### src/rtl/seq_divider.sv
// Multi-cycle unsigned restoring divider: one quotient bit per clock over a
// start/ready handshake, with a one-cycle done pulse and a divide-by-zero flag.
module seq_divider #(
  parameter int WIDTH = 8
) (
  input  logic             clk,
  input  logic             rst,
  input  logic             start,
  input  logic [WIDTH-1:0] dividend,
  input  logic [WIDTH-1:0] divisor,
  output logic             ready,
  output logic             done,
  output logic [WIDTH-1:0] quotient,
  output logic [WIDTH-1:0] remainder,
  output logic             div_by_zero
);

  localparam int CW = $clog2(WIDTH + 1);

  typedef enum logic [1:0] {IDLE, RUN, DONE} state_t;

  state_t           state, state_nx;
  logic [WIDTH:0]   r_q, r_nx;
  logic [WIDTH-1:0] q_q, q_nx;
  logic [WIDTH-1:0] d_q, d_nx;
  logic [CW-1:0]    cnt_q, cnt_nx;
  logic [WIDTH-1:0] quo_nx, rem_nx;
  logic             dbz_nx;

  logic [WIDTH:0]   r_sh;
  logic [WIDTH-1:0] q_sh;
  logic [WIDTH+1:0] trial;

  assign ready = (state == IDLE);
  assign done  = (state == DONE);

  // NOTE: every signal gets a default before the case so no path leaves one
  // unassigned; that is what keeps this block free of inferred latches.
  always_comb begin
    r_sh  = {r_q[WIDTH-1:0], q_q[WIDTH-1]};
    q_sh  = {q_q[WIDTH-2:0], 1'b0};
    // The extra top bit of trial is the borrow: set when the shifted
    // remainder is smaller than the divisor.
    trial = {1'b0, r_sh} - {2'b00, d_q};

    state_nx = state;
    r_nx     = r_q;
    q_nx     = q_q;
    d_nx     = d_q;
    cnt_nx   = cnt_q;
    quo_nx   = quotient;
    rem_nx   = remainder;
    dbz_nx   = div_by_zero;

    case (state)
      IDLE: begin
        if (start) begin
          q_nx   = dividend;
          d_nx   = divisor;
          r_nx   = '0;
          cnt_nx = '0;
          if (divisor == '0) begin
            state_nx = DONE;
            quo_nx   = '1;
            rem_nx   = dividend;
            dbz_nx   = 1'b1;
          end else begin
            state_nx = RUN;
          end
        end
      end
      RUN: begin
        if (!trial[WIDTH+1]) begin
          r_nx = trial[WIDTH:0];
          q_nx = {q_sh[WIDTH-1:1], 1'b1};
        end else begin
          r_nx = r_sh;
          q_nx = q_sh;
        end
        cnt_nx = cnt_q + CW'(1);
        if (cnt_q == CW'(WIDTH - 1)) begin
          state_nx = DONE;
          quo_nx   = q_nx;
          rem_nx   = r_nx[WIDTH-1:0];
          dbz_nx   = 1'b0;
        end
      end
      DONE:    state_nx = IDLE;
      default: state_nx = IDLE;
    endcase
  end

  // NOTE: sequential state uses non-blocking assignments only, so every
  // register samples the pre-edge values computed above.
  always_ff @(posedge clk or posedge rst) begin
    if (rst) begin
      state       <= IDLE;
      r_q         <= '0;
      q_q         <= '0;
      d_q         <= '0;
      cnt_q       <= '0;
      quotient    <= '0;
      remainder   <= '0;
      div_by_zero <= 1'b0;
    end else begin
      state       <= state_nx;
      r_q         <= r_nx;
      q_q         <= q_nx;
      d_q         <= d_nx;
      cnt_q       <= cnt_nx;
      quotient    <= quo_nx;
      remainder   <= rem_nx;
      div_by_zero <= dbz_nx;
    end
  end

endmodule

### config.mk
export PLATFORM = sky130hd
export DESIGN_NAME = seq_divider
export DESIGN_NICKNAME = d
export VERILOG_FILES = /design/src/rtl/seq_divider.sv
export SDC_FILE = /design/constraint.sdc
export NUM_CORES = 1
export LEC_CHECK = 0
export CAP_MARGIN = 30
export CORE_MARGIN = 2
export CORE_UTILIZATION = 48
export CTS_CLUSTER_DIAMETER = 40
export DETAILED_ROUTE_END_ITERATION = 12
export PLACE_DENSITY = 0.86
export SETUP_SLACK_MARGIN = 0.4
export SYNTH_ARGS = -nofsm -noshare
export SYNTH_HDL_FRONTEND = slang
export SYNTH_SLANG_ARGS = --single-unit
### constraint.sdc
create_clock -name clk -period 2.16 [get_ports clk]
set_clock_uncertainty 0.15 [all_clocks]
set_input_delay 0.324 -clock clk [delete_from_list [all_inputs] [get_ports clk]]
set_output_delay 0.324 -clock clk [all_outputs]
set_load 0.05 [all_outputs]
* After elaboration in Yosys (flattened, before gate mapping)
Index checks and enable logic that the tools add are counted.
** Storage, ports and cells
- Bits in registers :: 47
- Input bits :: 19
- Output and inout bits :: 19
- Word-level logic and storage cells :: 47
** Cells by class
- Add/sub/neg operators :: 2
- Equality and inequality tests :: 6
- Mux-type cells :: 24
- Reductions and logical operators :: 7
** Operators with widths (number)
- two-way mux 8 bit :: 9
- one-hot mux 8 bit (2 select lines) :: 4
- subtractor 9 x 8 -> 10 bit :: 1
- zero test 8 bit :: 1
- one-hot mux 4 bit (2 select lines) :: 1
- two-way mux 2 bit :: 3
- AND reduction 2 bit :: 3
- adder 4 x 1 -> 4 bit (second input constant) :: 1
- equality test 4 x 3 -> 1 bit (second input constant) :: 1
- two-way mux 1 bit :: 4
- two-way mux 4 bit :: 1
- inequality test 2 bit (second input constant) :: 2
- one-hot mux 2 bit (2 select lines) :: 1
- AND reduction 4 bit :: 1
- equality test 2 x 1 -> 1 bit (second input constant) :: 1
- equality test 2 bit (second input constant) :: 1
- zero test 2 bit :: 1
- inequality test 2 x 1 -> 1 bit (second input constant) :: 1
- one-hot mux 1 bit (2 select lines) :: 1
- nonzero test 2 bit :: 1

* Depth between registers and ports, before layout
- Word-level depth :: 4
- Mapped depth :: 10
- Gate-level depth less buffers :: 10

* Worst setup path after synthesis
OpenSTA, ideal clock, no wires.
- Kind :: register -> register
- Start :: register r_q[0]
- End :: register remainder[0]
- Setup time :: 73 ps
- Data arrival time :: 2007 ps
- Required time :: 1937 ps
- Slack :: -71 ps
- Cell stages (with the launch flop) :: 8
- Buffers on the path :: 0
- Cell sequence :: dfrtp_1 ha_1 nor2b_1 o2111ai_2 a311oi_4 nor2_4 mux2_4 a21oi_2
** On the way
- Word-level cells in the longest chain between the ends :: 4
** RTL lines
- start, declared :: RTL line 23 : logic [WIDTH:0] r_q, r_nx;
- start signal, assigned :: RTL line 107 : r_q <= r_nx;
- subtractor 9 x 8 -> 10 bit :: RTL line 44 : trial = {1'b0, r_sh} - {2'b00, d_q};
- two-way mux 8 bit :: RTL line 73 : if (!trial[WIDTH+1]) begin
- two-way mux 8 bit :: RTL line 81 : if (cnt_q == CW'(WIDTH - 1)) begin
- one-hot mux 8 bit (2 select lines) :: RTL line 55 : case (state)
- end signal, assigned :: RTL line 112 : remainder <= rem_nx;
- end, declared :: RTL line 14 : output logic [WIDTH-1:0] remainder,
No other way between the ends. The select of a mux whose other input is x is not followed.
A chain may end at the register's enable or synchronous reset.

* Worst setup path after layout
- Start :: register r_q[0]
- End :: register remainder[5]
Same word-level chain as after synthesis.

==> results.cfg <==
[setup_path]
worst-path-max-fanout = 2
path_buf_inv = 2
critPathTopFamily = compound AO/OA/AOI/OAI gates
crit_type = reg -> reg
arrival_ps = 2370
cp_slowest_stage_delay_ps = 410
cp-start-kind = flop
cp_slowest_cell = dfrtp_1
crit_start = r_q[0]
end_kind = flop
r2r-start = r_q[0]
crit_chain = ha_1, nor2b_4, o2111ai_4, buf_4, buf_6, nand3_1, xor2_1, a22oi_1, a21oi_1
cp.required_ps = 2230

[grt]
grt_pass1_wl_um = 12400
grt_usage = 0.298
antenna_found_initial = 0
grt-ovfl-total = 0
grt_max_degree = 48
grt_pass1_vias = 2548

[synthesis]
ys_top_cells_by_area = dfrtp_1 (48%), nand2_1 (5.4%), ha_1 (4.6%)
synth_area_mm2 = 0.00245
synth_commonest_cells = dfrtp_1 (47), nand2_1 (35), nor2_1 (25), a21oi_1 (20), o21ai_0 (19)
ys.flop_type = dfrtp_1
synthCells = 258
ys_ff_latch = 47
yosysWarnings = 0
synth_cell_types = 44
avgSynthCellArea_um2 = 9.51
synth_top_area_share = 0.479
ys_seq_area_frac = 0.479
synthArstFlopShare = 1.00
synth_edf_count = 0
synth_top_area_cell = dfrtp_1
syn_nets = 287
synth_most_common_cell = dfrtp_1

[die]
core-area_mm2 = 0.00501
dieArea_mm2 = 0.00570
initial_core_util = 0.490
die_h_um = 75.5
rows = 26
die_w_um = 75.5
ios = 38

[placement]
hpwlAfterDp_um = 4570
dp.cells = 378
portBuffers = 37
place_congestion = 0.935
dp_slack_ps = -83.6

[route]
drc = 0
wl_per_cell_um = 19.7
viasPerCell = 5.91
first_pass_iters = 5
wl_um = 8120
drt.antenna.violating_nets = 0
initialDrtViolationCount = 269
vias = 2436

[finish]
drive_gt1_frac = 0.360
n_antenna_cell = 0
fin_util = 0.762
nets = 370
nFillCells = 331
area_growth_syn_to_layout_pct = 55.6
stdcell_count = 412

[clock_network]
clockRootBuffer = clkbuf_8
clock_latency_ps = 320
clkSinkCount = 47
cts.htree.levels = 2
clk_pin_slew_worst_paths_ps = 100
cts_buffers = 5
cts_buffer_depth = 2
tritoncts = done

[timing]
maxSlewHeadroom = 0.665
worstMarginPinSlew_ps = 504
fin_crit_sh = 1.06
fin_ws_ps = -139
slew_violations = 0
rsz0062_at_grt = true
min_period_ps = 2300
fmax_mhz = 435
setup_violations = 14
hold_violations = 0

[outcome]
violations = setup timing
outcome = finished, violations left

[hold_path]
min_path_type = in -> async

[run]
cap_violations = 0
through the flow:
step	hold WS, ps	setup TNS, ps	cell area, um^2
6_report	188	-1130	3820
5_1_grt	267	-2310	3820
4_1_cts	223	-124	3640
2_1_floorplan	291	0	2520
3_3_place_gp	315	-912	3150
3_5_place_dp	321	-659	3150
cell usage in the layout, fill, tap and decap left out, drive strengths merged, types with 6 or more instances in the layout:
cell type and instances:
dfrtp 47, clkbuf 6, nand2 35, clkdlybuf4s50 15, buf 51, o21ai 21, dlygate4sd2 15, mux2i 7
nor2 26, inv 17, a21oi 23, ha 9
state kept, by name, indices dropped and copies added (netlist names):
register     cells
div_by_zero      1
q_q              8
cnt_q            4
d_q              8
quotient         8
state            2
r_q              8
remainder        8
layer usage:
metal  wire [um]  up-vias  global-route usage
met5           0        -                   0
met3         514       33              0.0569
li1            -     1084                   -
met2        4160      142               0.515
met1        3160     1177               0.367
met4         279        0               0.123
final timing paths:
check / endpoint / slack (ps) / cells after the start
min in group clk: d_q[1] / 260 / 3
setup / recovery: remainder[5] / -140 / 9
max in group asynchronous: state[1] / 1420 / 3
hold reg to reg: r_q[7] / 350 / 2
setup reg to reg: remainder[5] / -140 / 9
hold / removal: state[0] / 190 / 3
cell families (layout without fill, tap and decap cells):
kind of cell               count (synthesis)  in the layout  synth area share
xor gates and xnor gates                   5              5            0.0178
buffers and inverters                     26            110            0.0403
and+or+nand+nor                           80             80             0.143
AOI/OAI and AO/OA                         81             81             0.226
muxes                                      9              9            0.0392
adders and majority gates                 10             10            0.0540
DFF                                       47             47             0.479
worst reg2reg max path, stage by stage (launching register included):
cell       delay, ps
dfrtp_1          410
ha_1             310
nor2b_4          140
o2111ai_4        210
buf_4            150
buf_6             90
nand3_1          110
xor2_1           250
a22oi_1          150
a21oi_1          240
final cells by class:
type                    instances  area, um^2  share of cell area
well taps                      70        87.6              0.0229
clock buffers                   6        82.6              0.0216
repair buffers                 86         897               0.235
multi-input cells             185        1470               0.386
clock inverters                 2        38.8              0.0102
inverters                      16        60.1              0.0157
flip-flops and latches         47        1180               0.309
repair_timing:
| action | CTS | global route |
|---|---|---|
| resized for setup | 79 | 33 |
| endpoints found under the setup margin | 57 | 39 |
| endpoints found under the hold margin | 0 | 0 |
| gates cloned | 4 | 0 |
| buffers inserted | 15 | 7 |
| hold buffers | 0 | 0 |
| pin swaps | 28 | 12 |
Power is left out: the tool's default activity adds up to more than one toggle a clock period on the data nets, which glitch-free logic cannot reach.
